$ cat config.mk
export PLATFORM = sky130hd
export DESIGN_NAME = wb_port_arbiter
export DESIGN_NICKNAME = d
export VERILOG_FILES = /design/src/rtl/wb_port_arbiter.sv
export SDC_FILE = /design/constraint.sdc
export NUM_CORES = 1
export LEC_CHECK = 0
export CELL_PAD_IN_SITES_DETAIL_PLACEMENT = 1
export CELL_PAD_IN_SITES_GLOBAL_PLACEMENT = 2
export CORE_UTILIZATION = 32
export DETAILED_ROUTE_END_ITERATION = 8
export PLACE_DENSITY = 0.74
export SYNTH_ARGS = -nofsm -noshare
export SYNTH_HDL_FRONTEND = slang
export SYNTH_SLANG_ARGS = --single-unit
$ cat constraint.sdc
create_clock -name clk -period 2.6 [get_ports clk]
set_input_delay 0.52 -clock clk [delete_from_list [all_inputs] [get_ports clk]]
set_output_delay 0.52 -clock clk [all_outputs]
set_load 0.03 [all_outputs]
$ cat src/rtl/wb_port_arbiter.sv
// wb_port_arbiter
// Shares the single register-file write port between the in-order pipeline
// writeback stage and a long-latency unit (MUL/DIV, refill) whose results
// come back out of band. Long-latency results wait in a small FIFO. Pipeline
// writeback normally has priority. If the FIFO head has been blocked for
// STARVE_MAX cycles, the arbiter holds the writeback stage for one cycle so
// the head can drain. A 32-entry busy scoreboard tracks registers that have
// an outstanding long-latency write, so decode can stall on RAW/WAW hazards.
//
// Ports:
//   clk, rst           rising-edge clock, asynchronous active-low reset
//   RegWriteW/RD_W/ResultW   pipeline writeback request
//   lu_issue/lu_issue_rd     long-latency op dispatched (marks rd busy)
//   lu_valid/lu_rd/lu_data   long-latency result offered to the FIFO
//   lu_ready                 FIFO has room (depends on occupancy only)
//   RS1_D/RS2_D/RD_D         decode operands checked against the scoreboard
//   StallD_LU                decode must stall
//   HoldW                    writeback stage must keep its inputs stable
//   rf_we/rf_rd/rf_wd        registered register-file write port
module wb_port_arbiter #(
  parameter int DEPTH      = 2,
  parameter int STARVE_MAX = 4
) (
  input  logic        clk,
  input  logic        rst,
  input  logic        RegWriteW,
  input  logic [4:0]  RD_W,
  input  logic [31:0] ResultW,
  input  logic        lu_issue,
  input  logic [4:0]  lu_issue_rd,
  input  logic        lu_valid,
  input  logic [4:0]  lu_rd,
  input  logic [31:0] lu_data,
  output logic        lu_ready,
  input  logic [4:0]  RS1_D,
  input  logic [4:0]  RS2_D,
  input  logic [4:0]  RD_D,
  output logic        StallD_LU,
  output logic        HoldW,
  output logic        rf_we,
  output logic [4:0]  rf_rd,
  output logic [31:0] rf_wd
);

  localparam int PtrW  = (DEPTH > 1) ? $clog2(DEPTH) : 1;
  localparam int CntW  = $clog2(DEPTH + 1);
  localparam int WaitW = $clog2(STARVE_MAX + 1);

  logic [4:0]       fifoRd   [DEPTH];
  logic [31:0]      fifoData [DEPTH];
  logic [PtrW-1:0]  wrPtr;
  logic [PtrW-1:0]  rdPtr;
  logic [CntW-1:0]  count;
  logic [WaitW-1:0] waitCnt;
  logic [31:0]      busy;
  logic [31:0]      busyNext;

  logic       fifoEmpty;
  logic       fifoFull;
  logic       pipeReq;
  logic       doPush;
  logic       doPop;
  logic [4:0] headRd;
  logic [31:0] headData;

  // Occupancy flags and request decode. lu_ready deliberately ignores a
  // same-cycle pop so it is a pure function of registered occupancy.
  // HoldW only ever asserts with a non-empty FIFO because waitCnt is
  // cleared whenever the FIFO is empty.
  always_comb begin
    fifoEmpty = (count == '0);
    fifoFull  = (count == CntW'(DEPTH));
    lu_ready  = !fifoFull;
    pipeReq   = RegWriteW && (RD_W != 5'd0);
    HoldW     = (waitCnt == WaitW'(STARVE_MAX));
    headRd    = fifoRd[rdPtr];
    headData  = fifoData[rdPtr];
    doPush    = lu_valid && !fifoFull;
    doPop     = !fifoEmpty && (HoldW || !pipeReq);
  end

  // Scoreboard update: a pop retires its destination, an issue marks its
  // destination busy. The issue is applied last so it wins when both hit
  // the same register. Register 0 can never be busy.
  always_comb begin
    busyNext = busy;
    if (doPop && (headRd != 5'd0)) begin
      busyNext[headRd] = 1'b0;
    end
    if (lu_issue && (lu_issue_rd != 5'd0)) begin
      busyNext[lu_issue_rd] = 1'b1;
    end
    busyNext[0] = 1'b0;
  end

  // Decode hazard check against registered busy bits, so an issue becomes
  // visible to decode one cycle later. Index 0 always reads as not busy.
  always_comb begin
    StallD_LU = ((RS1_D != 5'd0) && busy[RS1_D]) ||
                ((RS2_D != 5'd0) && busy[RS2_D]) ||
                ((RD_D  != 5'd0) && busy[RD_D]);
  end

  // FIFO storage needs no reset: entries are only read when occupancy says
  // they were written, and reset clears occupancy.
  always_ff @(posedge clk) begin
    if (doPush) begin
      fifoRd[wrPtr]   <= lu_rd;
      fifoData[wrPtr] <= lu_data;
    end
  end

  // FIFO pointers and occupancy. DEPTH is a power of two, so the pointers
  // wrap naturally. A simultaneous push and pop leaves occupancy unchanged.
  always_ff @(posedge clk or negedge rst) begin
    if (!rst) begin
      wrPtr <= '0;
      rdPtr <= '0;
      count <= '0;
    end else begin
      if (doPush) begin
        wrPtr <= wrPtr + PtrW'(1);
      end
      if (doPop) begin
        rdPtr <= rdPtr + PtrW'(1);
      end
      case ({doPush, doPop})
        2'b10:   count <= count + CntW'(1);
        2'b01:   count <= count - CntW'(1);
        default: count <= count;
      endcase
    end
  end

  // Starvation counter: counts edges where the FIFO head lost arbitration
  // to the pipeline. Any pop, or an empty FIFO, restarts the count. Once it
  // reaches STARVE_MAX, HoldW forces the next grant to the FIFO, which pops
  // and clears it again, so the count never passes STARVE_MAX.
  always_ff @(posedge clk or negedge rst) begin
    if (!rst) begin
      waitCnt <= '0;
    end else if (doPop || fifoEmpty) begin
      waitCnt <= '0;
    end else if (pipeReq && !HoldW) begin
      waitCnt <= waitCnt + WaitW'(1);
    end
  end

  // Busy scoreboard register.
  always_ff @(posedge clk or negedge rst) begin
    if (!rst) begin
      busy <= '0;
    end else begin
      busy <= busyNext;
    end
  end

  // Registered write port. A popped head aimed at x0 is discarded with
  // rf_we low. Address and data only change when a real write goes out, so
  // they keep their last values on idle cycles.
  always_ff @(posedge clk or negedge rst) begin
    if (!rst) begin
      rf_we <= 1'b0;
      rf_rd <= 5'd0;
      rf_wd <= 32'd0;
    end else if (doPop) begin
      rf_we <= (headRd != 5'd0);
      if (headRd != 5'd0) begin
        rf_rd <= headRd;
        rf_wd <= headData;
      end
    end else if (pipeReq) begin
      rf_we <= 1'b1;
      rf_rd <= RD_W;
      rf_wd <= ResultW;
    end else begin
      rf_we <= 1'b0;
    end
  end

endmodule

==> impl_metrics.toml <==
[setup_path]
cp-end-kind = "output port"
crit_path_max_fanout = 4
critical_path_required_ps = 2080
setup.worst_path.class = "flip-flop to output port"
start_kind = "flip-flop"
arrival_ps = 2420

[timing]
whs_ps = 93.7
setup_viol_count_final = 1
clock_skew_ps = 6.72
worst_pin_slew_ps = 655
min_period_ps = 2940
fmax_mhz = 340
final_hold_viol_count = 0
fin_crit_sh_pct = 113
slew_headroom_pct = 56.2
grt_setup_unrepaired = "yes"
final_max_slew_viol_count = 0
postLayoutSetupSlackWorst_ps = -338

[global_routing]
grt_max_degree = 42
grt_pass1_wl_microns = 34300
gr-usage-all-layers_pct = 20.3
grt_util_met2_pct = 34.5
use_met3_pct = 5.12
gr-max-usage-layer = "met2"
grtUsageMet1_pct = 25.1
antenna_found_initial = 2
grt_pass1_vias = 5961
grt-ovfl-total = 0

[floorplan]
rows = 54
fp.dieArea_sq_um = 22900
ios = 140
die_h_microns = 151
core_sq_um = 21800
fp.dieW_microns = 151
initial_core_util_pct = 32.6

[route]
post-route-drc-count = 0
antenna_left = 0
routed_wl_microns = 22100
vias = 5312
dr.pass1.iters = 7
vias_per_cell = 5.15
wl_per_cell_microns = 21.4
dr.first_iter.drc_count = 253

[cells_and_area]
drive_gt1_share_pct = 23.5
finalNetCount = 840
ff_latch_area_sq_um = 4130
multi_input_area_sq_um = 2890
syn2layout_area_growth_pct = 40.9
fillers = 2253
fin_cells = 1031

[power_and_ir_drop]
p_per_area_nw_per_um2 = 1160
p_leak_nw = 4.02
ir_drop_mv = 0.643
p_switching_w = 0.00416
combPwrFrac_pct = 42.7
p_clk_share_pct = 22.2
intPower_w = 0.00748
p_sw_share_pct = 35.7
p_seq_share_pct = 35.1
finalPower_w = 0.0116

[logic_synthesis]
ys_ff_latch = 150
syn_inst = 541
netlist_area_sq_um = 7120
ys_seq_area_share_pct = 57.9
synth_area_per_cell_sq_um = 13.2
synth_edf_count = 74
synth_cell_types = 51
synth_ff_type = "dfrtp_1"
netlist.top_cell.by_area = "edfxtp_1"
yosysWarnings = 0
yosys-top-cells-area = "edfxtp_1 31%, dfrtp_1 27%, mux2i_1 7.6%, o21ai_0 5.3%, mux4_2 4.1%"
syn_nets = 643
synth_top_cell_area_share_pct = 31.2
async_flop_share_pct = 50.7

[status]
status = "finished, violations left"
violations = "setup timing"

[clocking]
cts_sinks = 150
cts-root-buf = "clkbuf_16"
tritoncts = "done"
htreeDepth = 4
clkLatencyLatePin_ps = 420
path_clk_slew_ps = 60
cts_hold_buffers = 0
numCtsBuffers = 17
cts_buffer_depth = 2

[placement]
gp_congestion = 0.880
dpl.cell_count = 992
dp_hpwl_microns = 15600
place_worst_setup_slack_ps = -1190
portBuffers = 139

[flow_run]
max_cap_viol_count = 0

[hold_path]
hp-class = "primary input to asynchronous set/reset pin"
==> worst paths after layout <==
kind	start	endpoint	slack, ps	depth (start not counted)
max in group asynchronous	rst	busy[18]	1860	2
min in group clk	waitCnt[0]	waitCnt[0]	460	1
hold reg to reg	waitCnt[0]	waitCnt[0]	460	1
setup / recovery	busy[26]	StallD_LU	-340	5
hold / removal	rst	rf_wd[16]	90	1
setup reg to reg	waitCnt[0]	rf_wd[29]	310	9
==> flip-flops by register name (all words and copies together), names as in the netlist <==
signal / cells
busy: 31
count: 2
fifoData: 64
fifoRd: 10
rdPtr: 1
rf_rd: 5
rf_wd: 32
rf_we: 1
waitCnt: 3
wrPtr: 1
==> synth_stat cells, types with 3 or more instances <==
master / count
nor3b_1: 5
mux2i_1: 54
xnor2_1: 5
dfrtp_1: 76
nor2_1: 18
a211oi_1: 5
a22o_1: 16
mux2_4: 18
clkbuf_1: 25
o21ai_0: 75
buf_6: 3
inv_1: 8
nand3b_1: 3
nor2b_1: 3
a21oi_1: 4
edfxtp_1: 74
nand2_1: 42
mux2_1: 8
o2bb2ai_1: 15
mux2_2: 20
ha_1: 3
nand2b_1: 6
nor3_1: 5
mux4_2: 13
nand3_1: 4
==> final cells by class <==
type / instances / share of cell area, %
clock buffers: 17 / 4.24
inverters: 8 / 0.299
flip-flops and latches: 150 / 41.2
diodes: 1 / 0.0249
clock inverters: 14 / 1.82
repair buffers: 209 / 20.2
multi-input cells: 352 / 28.8
well taps: 280 / 3.49
==> per-stage QoR <==
stage                     setup TNS (ps)  utilization (%)  instance area [sq um]
after floorplan                     -303                -                   7130
final                               -338             46.0                  10000
after detailed placement          -32040             42.5                   9280
after global placement            -30800             42.5                   9280
after CTS                           -349             46.0                  10000
after global routing                -380             46.0                  10000
==> critical path, cell delays in order (launching register included) <==
cell     delay (ps)
dfrtp_1         450
mux4_2          500
mux2_4          270
o211a_1         200
or4_4           420
buf_6           150
==> cells in the final DEF (no fill, tap or decap), drive strengths merged, types with 3 or more instances in the layout <==
cell	Yosys	routed
mux2	46	46
edfxtp	74	74
mux2i	54	54
o21ai	75	75
a211oi	5	5
bufinv	0	4
nand2	42	42
clkdlybuf4s15	0	4
nor3b	5	5
a22o	16	16
dfrtp	76	76
a21oi	4	4
nor3	5	5
dlygate4sd2	0	6
nor2b	3	3
nand3b	3	3
inv	8	10
clkdlybuf4s50	0	123
o2bb2ai	15	15
clkinv	0	5
mux4	13	13
nand3	4	4
clkinvlp	0	3
clkbuf	25	20
xnor2	5	5
nor2	18	18
nand2b	6	6
buf	6	73
ha	3	3
==> cell families (layout without fill, tap and decap cells) <==
kind of cell | after synthesis | after routing | synth area share [%]
AO/OA/AOI/OAI | 132 | 132 | 11.9
XOR/XNOR | 6 | 6 | 0.738
adder cells (fa/ha/maj) | 3 | 3 | 0.527
buffers and inverters | 39 | 248 | 2.39
flip-flops | 150 | 150 | 57.9
multiplexers | 113 | 113 | 19.9
other | 0 | 1 | 0
AND/OR/NAND/NOR | 98 | 98 | 6.67
==> per-layer routing <==
| metal | up-vias | share of wire, % |
|---|---|---|
| met5 | - | 0 |
| met1 | 2697 | 42 |
| met2 | 144 | 50 |
| met3 | 25 | 5.7 |
| met4 | 0 | 1.9 |
| li1 | 2446 | - |
==> what timing repair did <==
item | CTS | global route
setup buffers | 3 | 1
gates resized for setup | 40 | 12
hold endpoints to repair | 0 | 0
pin swaps | 5 | 3
endpoints found under the setup margin | 38 | 6
cloned | 3 | 0
==> power by group through the flow <==
stage / Sequential (W) / Clock (W) / Combinational, W
after floorplan: 0.00442 / 0 / 0.00217
after global placement: 0.00408 / 0 / 0.00470
after detailed placement: 0.00409 / 0 / 0.00478
after CTS: 0.00408 / 0.00262 / 0.00501
after global routing: 0.00417 / 0.00271 / 0.00530
final: 0.00409 / 0.00258 / 0.00497
Power figures use the tool's default switching activity.
